### config.mk
export PLATFORM = sky130hd
export DESIGN_NAME = brcomp_seq_flat
export DESIGN_NICKNAME = d
export VERILOG_FILES = /design/src/rtl/brcomp_pkg.sv /design/src/rtl/brcomp_seq_if.sv /design/src/rtl/brcomp_chunk_cmp.sv /design/src/rtl/brcomp_seq.sv /design/src/flat_wrapper.sv
export SDC_FILE = /design/constraint.sdc
export NUM_CORES = 1
export LEC_CHECK = 0
export BUFFER_PORTS_ARGS = -buffer_cell sky130_fd_sc_hd__buf_2
export CORE_AREA = 2 2 93 95
export CTS_CLUSTER_SIZE = 24
export DETAILED_ROUTE_END_ITERATION = 10
export DIE_AREA = 0 0 95 97
export PLACE_DENSITY = 0.62
export SETUP_SLACK_MARGIN = 0.05
export SYNTH_ARGS = -nofsm -noshare
export SYNTH_HDL_FRONTEND = slang
export SYNTH_SLANG_ARGS = --single-unit
### constraint.sdc
create_clock -name clk_i -period 5.37 [get_ports clk_i]
set_clock_uncertainty 0.1 [all_clocks]
set_input_delay 1.074 -clock clk_i [delete_from_list [all_inputs] [get_ports clk_i]]
set_output_delay 1.074 -clock clk_i [all_outputs]
set_load 0.02 [all_outputs]
### src/rtl/brcomp_pkg.sv
// Shared types for the multi-cycle branch comparator: funct3 encoding, FSM states
// and the branch decision helper.
package brcomp_pkg;

    typedef enum logic [2:0] {
        BR_BEQ  = 3'b000,
        BR_BNE  = 3'b001,
        BR_RSV2 = 3'b010,
        BR_RSV3 = 3'b011,
        BR_BLT  = 3'b100,
        BR_BGE  = 3'b101,
        BR_BLTU = 3'b110,
        BR_BGEU = 3'b111
    } br_op_e;

    typedef enum logic [1:0] {
        IDLE = 2'd0,
        BUSY = 2'd1,
        DONE = 2'd2
    } brcomp_state_e;

    function automatic logic br_taken(input br_op_e op, input logic lt, input logic eq);
        case (op)
            BR_BEQ:          return eq;
            BR_BNE:          return !eq;
            BR_BLT, BR_BLTU: return lt;
            BR_BGE, BR_BGEU: return !lt;
            default:         return 1'b0;
        endcase
    endfunction

    function automatic logic br_illegal(input br_op_e op);
        return (op == BR_RSV2) || (op == BR_RSV3);
    endfunction

endpackage

### src/rtl/brcomp_seq_if.sv
// Request/response bundle of the branch comparator. The master side issues operands
// and consumes results; the slave side is the comparator itself.
interface brcomp_seq_if #(
    parameter int WIDTH = 32
);
    logic             in_valid;
    logic             in_ready;
    logic [WIDTH-1:0] rs1_data;
    logic [WIDTH-1:0] rs2_data;
    logic [2:0]       br_op;
    logic             out_valid;
    logic             out_ready;
    logic             br_less;
    logic             br_equal;
    logic             br_taken;
    logic             br_illegal;

    modport master (
        output in_valid, rs1_data, rs2_data, br_op, out_ready,
        input  in_ready, out_valid, br_less, br_equal, br_taken, br_illegal
    );

    modport slave (
        input  in_valid, rs1_data, rs2_data, br_op, out_ready,
        output in_ready, out_valid, br_less, br_equal, br_taken, br_illegal
    );
endinterface

### src/rtl/brcomp_chunk_cmp.sv
// Combinational unsigned compare of one CHUNK-bit slice of each operand.
module brcomp_chunk_cmp #(
    parameter int CHUNK = 8
) (
    input  logic [CHUNK-1:0] a_i,
    input  logic [CHUNK-1:0] b_i,
    output logic             lt_o,
    output logic             eq_o
);
    assign lt_o = (a_i < b_i);
    assign eq_o = (a_i == b_i);
endmodule

### src/rtl/brcomp_seq.sv
// Multi-cycle branch comparator, MSB chunk first, one chunk per clock.
// Define BRCOMP_EARLY_EXIT_EN to finish on the first differing chunk.
module brcomp_seq
    import brcomp_pkg::*;
#(
    parameter int WIDTH = 32,
    parameter int CHUNK = 8
) (
    input  logic          clk_i,
    input  logic          rst_i,
    input  logic          flush_i,
    brcomp_seq_if.slave   bus
);
    localparam int NCHUNK = WIDTH / CHUNK;
    localparam int CW     = (NCHUNK > 1) ? $clog2(NCHUNK) : 1;
    localparam logic [CW-1:0] LAST = CW'(NCHUNK - 1);

    brcomp_state_e    state_reg, state_next;
    logic [CW-1:0]    cnt_reg, cnt_next;
    logic [WIDTH-1:0] a_reg, a_next;
    logic [WIDTH-1:0] b_reg, b_next;
    br_op_e           op_reg, op_next;
    logic             lt_reg, lt_next;
    // eq_reg stays high until the first differing chunk has been seen
    logic             eq_reg, eq_next;

    logic [CHUNK-1:0] a_chunks [NCHUNK];
    logic [CHUNK-1:0] b_chunks [NCHUNK];
    logic [CW-1:0]    idx;
    logic             chk_lt;
    logic             chk_eq;
    logic             done;

    generate
        for (genvar gi = 0; gi < NCHUNK; gi++) begin : g_chunk
            assign a_chunks[gi] = a_reg[gi*CHUNK +: CHUNK];
            assign b_chunks[gi] = b_reg[gi*CHUNK +: CHUNK];
        end
    endgenerate

    assign idx = LAST - cnt_reg;

    brcomp_chunk_cmp #(.CHUNK(CHUNK)) u_cmp (
        .a_i  (a_chunks[idx]),
        .b_i  (b_chunks[idx]),
        .lt_o (chk_lt),
        .eq_o (chk_eq)
    );

    always_ff @(posedge clk_i) begin
        if (rst_i) begin
            state_reg <= IDLE;
            cnt_reg   <= '0;
            a_reg     <= '0;
            b_reg     <= '0;
            op_reg    <= BR_BEQ;
            lt_reg    <= 1'b0;
            eq_reg    <= 1'b0;
        end else begin
            state_reg <= state_next;
            cnt_reg   <= cnt_next;
            a_reg     <= a_next;
            b_reg     <= b_next;
            op_reg    <= op_next;
            lt_reg    <= lt_next;
            eq_reg    <= eq_next;
        end
    end

    always_comb begin
        state_next = state_reg;
        cnt_next   = cnt_reg;
        a_next     = a_reg;
        b_next     = b_reg;
        op_next    = op_reg;
        lt_next    = lt_reg;
        eq_next    = eq_reg;
        if (flush_i) begin
            state_next = IDLE;
        end else begin
            case (state_reg)
                IDLE: begin
                    if (bus.in_valid) begin
                        state_next = BUSY;
                        cnt_next   = '0;
                        a_next     = bus.rs1_data;
                        b_next     = bus.rs2_data;
                        op_next    = br_op_e'(bus.br_op);
                        lt_next    = 1'b0;
                        eq_next    = 1'b1;
                        // Biasing the sign bits turns signed order into unsigned order
                        if (!bus.br_op[1]) begin
                            a_next[WIDTH-1] = ~bus.rs1_data[WIDTH-1];
                            b_next[WIDTH-1] = ~bus.rs2_data[WIDTH-1];
                        end
                    end
                end
                BUSY: begin
                    if (eq_reg && !chk_eq) begin
                        lt_next = chk_lt;
                        eq_next = 1'b0;
                    end
                    cnt_next = cnt_reg + 1'b1;
                    if (cnt_reg == LAST) begin
                        state_next = DONE;
                    end
`ifdef BRCOMP_EARLY_EXIT_EN
                    if (eq_reg && !chk_eq) begin
                        state_next = DONE;
                    end
`endif
                end
                DONE: begin
                    if (bus.out_ready) begin
                        state_next = IDLE;
                    end
                end
                default: state_next = IDLE;
            endcase
        end
    end

    assign done           = (state_reg == DONE);
    assign bus.in_ready   = (state_reg == IDLE);
    assign bus.out_valid  = done;
    assign bus.br_less    = done & lt_reg;
    assign bus.br_equal   = done & eq_reg;
    assign bus.br_taken   = done & br_taken(op_reg, lt_reg, eq_reg);
    assign bus.br_illegal = done & br_illegal(op_reg);

endmodule

### src/flat_wrapper.sv
// flat-port wrapper written by rule: the top's interface ports become plain ports
module brcomp_seq_flat import brcomp_pkg::*;
#(
    parameter int WIDTH = 32,
    parameter int CHUNK = 8
)
  (clk_i, rst_i, flush_i, bus_in_valid, bus_rs1_data, bus_rs2_data, bus_br_op, bus_out_ready, bus_in_ready, bus_out_valid, bus_br_less, bus_br_equal, bus_br_taken, bus_br_illegal);
  brcomp_seq_if #(.WIDTH(WIDTH)) bus_i ();
  input  logic clk_i;
  input  logic rst_i;
  input  logic flush_i;
  input wire logic [$bits(bus_i.in_valid)-1:0] bus_in_valid;
  input wire logic [$bits(bus_i.rs1_data)-1:0] bus_rs1_data;
  input wire logic [$bits(bus_i.rs2_data)-1:0] bus_rs2_data;
  input wire logic [$bits(bus_i.br_op)-1:0] bus_br_op;
  input wire logic [$bits(bus_i.out_ready)-1:0] bus_out_ready;
  output wire logic [$bits(bus_i.in_ready)-1:0] bus_in_ready;
  output wire logic [$bits(bus_i.out_valid)-1:0] bus_out_valid;
  output wire logic [$bits(bus_i.br_less)-1:0] bus_br_less;
  output wire logic [$bits(bus_i.br_equal)-1:0] bus_br_equal;
  output wire logic [$bits(bus_i.br_taken)-1:0] bus_br_taken;
  output wire logic [$bits(bus_i.br_illegal)-1:0] bus_br_illegal;
  assign bus_i.in_valid = bus_in_valid;
  assign bus_i.rs1_data = bus_rs1_data;
  assign bus_i.rs2_data = bus_rs2_data;
  assign bus_i.br_op = bus_br_op;
  assign bus_i.out_ready = bus_out_ready;
  assign bus_in_ready = bus_i.in_ready;
  assign bus_out_valid = bus_i.out_valid;
  assign bus_br_less = bus_i.br_less;
  assign bus_br_equal = bus_i.br_equal;
  assign bus_br_taken = bus_i.br_taken;
  assign bus_br_illegal = bus_i.br_illegal;
  brcomp_seq #(.WIDTH(WIDTH), .CHUNK(CHUNK)) u_core (.clk_i(clk_i), .rst_i(rst_i), .flush_i(flush_i), .bus(bus_i));
endmodule
==> summary.txt, run 1 <==
Clock network
  – Cts-stage hold buffer count: 0
  – Max clock buf depth: 2
  – CTS tree: yes
  – Post-CTS Repair Setup Buffers: 0
  – CTS Buf Count: 9
  – Clk_lat worst skew: 0.35 ns
  – Root Buffer: clkbuf_8
  – Clk slew on worst S/H paths: 0.07 ns
  – H-Tree Level Count: 3
  – Number of clock sinks: 73
  – # resized after CTS: 0

Global routing
  – Pin count of the biggest net entering global routing: 69
  – First-pass GRT wire length: 12.01 mm
  – Antenna violations before repair: 0
  – Global route overflow: 0
  – Tot GR Track Use: 16.76%
  – Vias in the first global route: 2707

Worst setup path
  – Crit-path slowest cell: dfxtp_1
  – R2r setup slk: 2.53 ns
  – Reg2Reg Depth: 7
  – CP max stage delay: 0.94 ns
  – Crit Path Max Fanout: 18
  – Critical path startpoint: u_core.cnt_reg[1]
  – Required time of the critical path: 5.52 ns
  – Setup crit end kind: register
  – CP Cell Sequence: mux4_2 > inv_1 > ha_1 > a211oi_1 > nor2_1 > or3_1 > o32ai_1
  – WS Path Type: reg2reg
  – FF-to-FF Start: u_core.cnt_reg[1]
  – CP Launch Type: register
  – R2r endpoint: u_core.lt_reg
  – Worst Path Arrival: 3.00 ns
  – Worst setup endpoint: u_core.lt_reg

Timing
  – Final TNS setup: 0 ns
  – Period Utilization, post-route: 52.91%
  – Worst-margin pin slew: 0.9416 ns
  – Final slew viol count: 0
  – Hold slack final: 0.3583 ns
  – RSZ-0062 raised after global routing: no
  – Slew headroom: 37.14%
  – Setup violations, final: 0
  – Final Hold Fails: 0
  – Max Freq: 351.9 MHz
  – Tmin final: 2.841 ns

Finish
  – Inserted Diodes: 0
  – Area delta synth->final: 19.75%
  – Nets: 526
  – Layout cell share with drive strength beyond 1: 25.56%
  – Multi-input logic area: 0.001594 mm^2
  – Reg area: 0.001461 mm^2
  – # fillers: 840

Drt
  – Vias/cell: 4.977
  – Vias: 2762
  – Routed len/inst: 12.93 um
  – DRT Pass-1 Iters: 4
  – Wl on met1: 3.125 mm
  – Met3 wire length: 299 um
  – Antenna Nets Post-Route: 0
  – Met2 WL: 3.630 mm
  – Initial DRC count: 92
  – Final WL: 7.177 mm
  – Post-route DRC: 0
  – DR top layer: met4

Synthesis
  – Syn nets: 460
  – Yosys cell types: 28
  – Yosys reg bits: 73
  – Synthesized area: 0.003231 mm^2
  – Post-synthesis cell count: 379
  – Syn. warnings: 0
  – Syn avg cell area: 8.524 um^2
  – Register area share after synthesis: 45.24%

Status
  – Status: finished clean

Run
  – Maxcap violations: 0

Floorplan
  – Site Rows: 33
  – Io pins: 78
  – CORE AREA: 0.008134 mm^2
  – Die footprint: 0.009215 mm^2
  – Die H: 97 um
  – Width of the die: 95 um
  – Initial Util: 39.72%

Pwr
  – Pwr dens: 305.4 mW/mm^2
  – Peak supply drop: 118.2 uV
  – Leak: 1.516 nW

Placement
  – Post-detail-place hpwl: 5.362 mm
  – RD Place Congestion: 0.7900
  – I/O Buffers: 77

Worst hold path
  – HP Class: reg2reg
## synthesized netlist by cell type (all sizes together)
| cell | n | share of area (%) |
|---|---|---|
| buf | 18 | 3.3 |
| inv | 10 | 1.2 |
| nor4bb | 1 | 0.31 |
| o21ai | 3 | 0.46 |
| a211oi | 2 | 0.46 |
| ha | 9 | 3.5 |
| nand2b | 2 | 0.39 |
| o211ai | 1 | 0.23 |
| clkbuf | 8 | 0.93 |
| nor3 | 3 | 0.46 |
| nand3b | 1 | 0.35 |
| mux4 | 16 | 11 |
| nor2 | 8 | 0.93 |
| and2 | 1 | 0.19 |
| o32ai | 1 | 0.27 |
| or3 | 1 | 0.19 |
| xnor2 | 3 | 0.81 |
| nor3b | 1 | 0.23 |
| o22ai | 1 | 0.19 |
| xor2 | 1 | 0.27 |
| nor4b | 2 | 1.0 |
| nand4 | 2 | 0.39 |
| nor2b | 2 | 0.39 |
| a21oi | 74 | 11 |
| dfxtp | 73 | 45 |
| nand2 | 135 | 16 |
## cell families after synthesis
family	share of synthesized area, %
AOI/OAI and AO/OA	13.09
xor gates and xnor gates	1.085
adders and majority gates	3.486
buffers and inverters	5.422
DFF	45.24
muxes	11.15
and+or+nand+nor	20.53
## through the flow
| step | setup slack [ns] | power [mW] | instance area [um^2] | util, % | instances |
|---|---|---|---|---|---|
| 6_report | 2.529 | 1.181 | 3869 | 47.56 | 555 |
| 2_1_floorplan | 2.921 | 0.6708 | 3231 | - | 379 |
| 4_1_cts | 2.483 | 1.196 | 3869 | 47.56 | 555 |
| 3_5_place_dp | 2.501 | 0.7164 | 3640 | 44.75 | 539 |
| 3_3_place_gp | 2.605 | 0.7136 | 3640 | 44.75 | 539 |
| 5_1_grt | 2.318 | 1.237 | 3869 | 47.56 | 555 |
## area by class of cell
cell class	instances	area share [%]
clock inverters	5	2.005
repair buffers	81	10.74
multi-input cells	270	41.20
flip-flops and latches	73	37.77
clock buffers	11	3.913
inverters	10	0.9702
well taps	105	3.396
## how the worst min path moves through the flow
| stage | end | start | slack, ns | cells past startpoint |
|---|---|---|---|---|
| after floorplan | u_core.a_reg[31] | u_core.a_reg[31] | 0.33 | 2 |
| after global placement | u_core.b_reg[31] | u_core.b_reg[31] | 0.34 | 2 |
| after detailed placement | u_core.b_reg[31] | u_core.b_reg[31] | 0.35 | 2 |
| after CTS | u_core.b_reg[24] | u_core.b_reg[24] | 0.36 | 2 |
| after global routing | u_core.a_reg[5] | u_core.a_reg[5] | 0.37 | 2 |
| final | u_core.a_reg[12] | u_core.a_reg[12] | 0.36 | 2 |
## power breakdown
part           switching, mW  internal, mW  leakage, nW  total (mW)
registers             0.0172         0.566        0.596       0.583
clock network          0.194         0.285        0.115       0.480
logic                 0.0618        0.0570        0.805       0.119
## per-layer routing
layer  GRT usage (%)  vias to the layer above
li1                -                     1410
met1           20.02                     1297
met2           28.31                       47
met3           4.050                        8
met4           7.135                        0
met5               0                        -
## placed cells by master (no fill, tap or decap), drive strengths merged, types with 3 or more instances in the layout
cell type and instances:
nand2 135, buf 81, a21oi 74, dfxtp 73, mux4 16, clkbuf 11, inv 10, ha 9
nor2 8, xnor2 3, nor3 3, o21ai 3
## critical path: cells and delay by family, from the launching register on
family          cells  cell delay, ns
mux                 1            0.61
fa+ha+maj           1            0.24
compound gates      2            0.37
buf+inv             1            0.08
simple gates        2            0.41
flops               1            0.94
Power figures use the tool's default switching activity.
==> run 2: changes to the inputs <==
--- a/config.mk
+++ b/config.mk
@@ -5,12 +5,13 @@
 export SDC_FILE = /design/constraint.sdc
 export NUM_CORES = 1
 export LEC_CHECK = 0
+export ABC_AREA = 1
 export BUFFER_PORTS_ARGS = -buffer_cell sky130_fd_sc_hd__buf_2
-export CORE_AREA = 2 2 93 95
+export CORE_AREA = 2 2 95 97
 export CTS_CLUSTER_SIZE = 24
 export DETAILED_ROUTE_END_ITERATION = 10
-export DIE_AREA = 0 0 95 97
-export PLACE_DENSITY = 0.62
+export DIE_AREA = 0 0 97 99
+export PLACE_DENSITY = 0.63
 export SETUP_SLACK_MARGIN = 0.05
 export SYNTH_ARGS = -nofsm -noshare
 export SYNTH_HDL_FRONTEND = slang
==> constraint.sdc (replaced) <==
create_clock -name clk_i -period 2.5 [get_ports clk_i]
set_clock_uncertainty 0.1 [all_clocks]
set_input_delay 0.5 -clock clk_i [delete_from_list [all_inputs] [get_ports clk_i]]
set_output_delay 0.5 -clock clk_i [all_outputs]
set_load 0.02 [all_outputs]
==> summary.txt, run 2 <==
Status
  – Status: finished clean (unchanged)

Timing
  – Tmin final: 2.162 ns (was 2.841 ns)
  – Period Utilization, post-route: 86.49% (was 52.91%)
  – Final slew viol count: 0 (unchanged)
  – Max Freq: 462.5 MHz (was 351.9 MHz)
  – Slew headroom: 60.36% (was 37.14%)
  – RSZ-0062 raised after global routing: no (unchanged)
  – Final TNS setup: 0 ns (unchanged)
  – Final Hold Fails: 0 (unchanged)
  – Worst-margin pin slew: 0.5940 ns (was 0.9416 ns)
  – Setup violations, final: 0 (unchanged)

Finish
  – Inserted Diodes: 0 (unchanged)
  – Util after Layout: 46.22% (was 47.56%)
  – Reg area: 0.001461 mm^2 (unchanged)
  – Most frequent cells in the layout: 158 x nor2_1, 80 x o21ai_0, 77 x buf_2 (was 135 x nand2_1, 77 x buf_2, 74 x a21oi_1)
  – Commonest non-fill, non-tap cell in the layout: nor2_1 (was nand2_1)
  – Multi-input logic area: 0.001617 mm^2 (was 0.001594 mm^2)
  – Layout cell share with drive strength beyond 1: 20.74% (was 25.56%)
  – Nets: 616 (was 526)
  – # fillers: 876 (was 840)
  – Area delta synth->final: 18.85% (was 19.75%)

Synthesis
  – Synth top area share: 43.94% (was 45.24%)
  – Yosys cell types: 27 (was 28)
  – Post-synth ARST share: 0% (unchanged)
  – Count of flip-flops with a built-in enable after synthesis: 0 (unchanged)
  – Post-synthesis cell count: 467 (was 379)
  – Syn. warnings: 0 (unchanged)
  – Post-synth top area cell: dfxtp_1 (unchanged)
  – Commonest cells in the netlist: 158 x nor2_1, 80 x o21ai_0, 73 x dfxtp_1 (was 135 x nand2_1, 74 x a21oi_1, 73 x dfxtp_1)
  – Register area share after synthesis: 43.94% (was 45.24%)
  – Syn avg cell area: 7.121 um^2 (was 8.524 um^2)
  – Top-count cell post-synth: nor2_1 (was nand2_1)
  – Syn nets: 548 (was 460)
  – Synthesized area: 0.003326 mm^2 (was 0.003231 mm^2)
  – Prevailing post-synth register cell: dfxtp_1 (unchanged)
  – Top cells by area, synth: dfxtp_1 44%, nor2_1 18%, o21ai_0 12% (was dfxtp_1 45%, nand2_1 16%, a21oi_1 11%)
  – Yosys reg bits: 73 (unchanged)

Clock network
  – Cts-stage hold buffer count: 0 (unchanged)
  – Max clock buf depth: 2 (unchanged)
  – CTS tree: yes (unchanged)
  – Clk_lat worst skew: 0.34 ns (was 0.35 ns)
  – Root Buffer: clkbuf_8 (unchanged)
  – H-Tree Level Count: 3 (unchanged)
  – CTS Buf Count: 9 (unchanged)
  – Number of clock sinks: 73 (unchanged)
  – Clk slew on worst S/H paths: 0.07 ns (about the same)

Placement
  – I/O Buffers: 77 (unchanged)
  – RD Place Congestion: 0.8860 (was 0.7900)
  – Post-detail-place hpwl: 6.263 mm (was 5.362 mm)

Drt
  – Routed len/inst: 12.78 um (was 12.93 um)
  – Vias/cell: 4.909 (was 4.977)
  – Initial DRC count: 118 (was 92)
  – Final WL: 8.282 mm (was 7.177 mm)
  – Vias: 3181 (was 2762)
  – DRT Pass-1 Iters: 4 (unchanged)
  – Antenna Nets Post-Route: 0 (unchanged)
  – Post-route DRC: 0 (unchanged)

Pwr
  – Seq pwr share: 50.8% (was 49.4%)
  – Sw power: 668.9 uW (was 273.4 uW)
  – Internal power: 1.876 mW (was 908.0 uW)
  – Leak: 1.730 nW (was 1.516 nW)
  – Peak supply drop: 289.9 uV (was 118.2 uV)
  – Clk pwr share: 33.9% (was 40.6%)
  – Pwr dens: 643.9 mW/mm^2 (was 305.4 mW/mm^2)
  – Switching part of the total power: 26.28% (was 23.14%)
  – Logic pwr share: 15.2% (was 10.1%)

Floorplan
  – Io pins: 78 (unchanged)
  – Initial Util: 38.89% (was 39.72%)
  – Die footprint: 0.009603 mm^2 (was 0.009215 mm^2)
  – Die H: 99 um (was 97 um)
  – CORE AREA: 0.008551 mm^2 (was 0.008134 mm^2)
  – Width of the die: 97 um (was 95 um)
  – Site Rows: 34 (was 33)

Worst setup path
  – CP Launch Type: register (unchanged)
  – CP max stage delay: 0.45 ns (was 0.94 ns)
  – WS Path Type: reg2reg (unchanged)
  – Required time of the critical path: 2.67 ns (was 5.52 ns)
  – Crit Path Max Fanout: 12 (was 18)
  – CP Cell Sequence: clkinvlp_4 > a32o_1 > ha_1 > nand2_1 > nor2_1 > nand2_1 > nand2_1 > nand2_1 > nand2_1 > nand2_1 > a21oi_1 (was mux4_2 > inv_1 > ha_1 > a211oi_1 > nor2_1 > or3_1 > o32ai_1)
  – Setup crit end kind: register (unchanged)
  – Crit-path slowest cell: dfxtp_1 (unchanged)
  – Worst Path Arrival: 2.33 ns (was 3.00 ns)
  – Most frequent CP cell: nand2_1

Global routing
  – Antenna violations before repair: 0 (unchanged)
  – Routing usage on met2: 28.90% (was 28.31%)
  – Global route overflow: 0 (unchanged)
  – First-pass GRT wire length: 13.61 mm (was 12.01 mm)
  – GR peak layer: met2 (unchanged)
  – Grt met3 use: 4.326% (was 4.050%)
  – Vias in the first global route: 2954 (was 2707)
  – Tot GR Track Use: 17.45% (was 16.76%)
  – Pin count of the biggest net entering global routing: 40 (was 69)
  – Met1 global-route usage: 22.77% (was 20.02%)

Run
  – Maxcap violations: 0 (unchanged)

Worst hold path
  – HP Class: in2reg (was reg2reg)
==> run 2: changes by cell type after synthesis, moves of 6 or more <==
cell      previous run  this run
nor2_1               8       158
nand2_1            135        43
o21ai_0              3        80
a21oi_1             74        18
mux4_2              16         0
clkbuf_1             8        16
a32o_1               0         7
o22ai_1              1         8
buf_4                7         1
buf_6                0         6
inv_1               10        16
==> run 2: worst max-delay path: cells and delay by family, from the launching register on <==
family          cells  cell delay [ns]
buf+inv             1             0.27
flops               1             0.45
compound gates      2             0.46
simple gates        7             0.54
fa+ha+maj           1             0.28
==> run 2: final cells by class <==
type | count | share of cell area, %
flip-flops and latches | 73 | 36.97
clock inverters | 2 | 0.2532
well taps | 108 | 3.419
clock buffers | 14 | 4.622
multi-input cells | 343 | 40.90
repair buffers | 87 | 11.65
inverters | 20 | 1.994
repair inverters | 1 | 0.1899
==> run 2: per-stage QoR <==
stage	instance area, um^2	hold WS, ns	power, mW	std cells	setup slack, ns
floorplan	3326	0.3239	1.580	467	0.4725
global placement	3749	0.3420	1.699	631	0.4165
detailed placement	3749	0.3461	1.709	631	0.3263
CTS	3941	0.2619	2.568	647	0.3232
global route	3953	0.2624	2.695	648	0.06547
finish	3953	0.2736	2.545	648	0.3378
==> run 2: power groups by stage <==
stage               Clock, mW  Combinational, mW  Sequential, mW
finish                  0.863              0.388            1.29
global route            0.938              0.455            1.30
detailed placement          0              0.390            1.32
floorplan                   0              0.282            1.30
CTS                     0.883              0.392            1.29
global placement            0              0.381            1.32
==> run 2: logic make-up after synthesis <==
family,count (synthesis),synth area share (%)
buffers and inverters,51,7.449
xor gates and xnor gates,2,0.5268
adders and majority gates,9,3.386
AOI/OAI and AO/OA,123,20.32
DFF,73,43.94
and+or+nand+nor,209,24.38
==> run 2: timing repair <==
item	4_1_cts	5_1_grt
endpoints found under the hold margin	0	0
setup buffers	0	0
resized for setup	0	2
setup endpoints to repair	0	1
==> run 2: final timing paths <==
| check | startpoint | endpoint | cells past startpoint | slack (ns) |
|---|---|---|---|---|
| worst max-delay path | u_core.cnt_reg[1] | u_core.eq_reg | 11 | 0.34 |
| worst max register to register | u_core.cnt_reg[1] | u_core.eq_reg | 11 | 0.34 |
| worst min register to register | u_core.state_reg[1] | u_core.state_reg[0] | 1 | 0.36 |
| worst min-delay path | rst_i | u_core.cnt_reg[1] | 2 | 0.27 |
==> run 2: per-layer routing <==
metal  up-vias  wire (um)
met3         8        493
li1       1664          -
met1      1424       3911
met4         0         80
met5         -          0
met2        85       3797
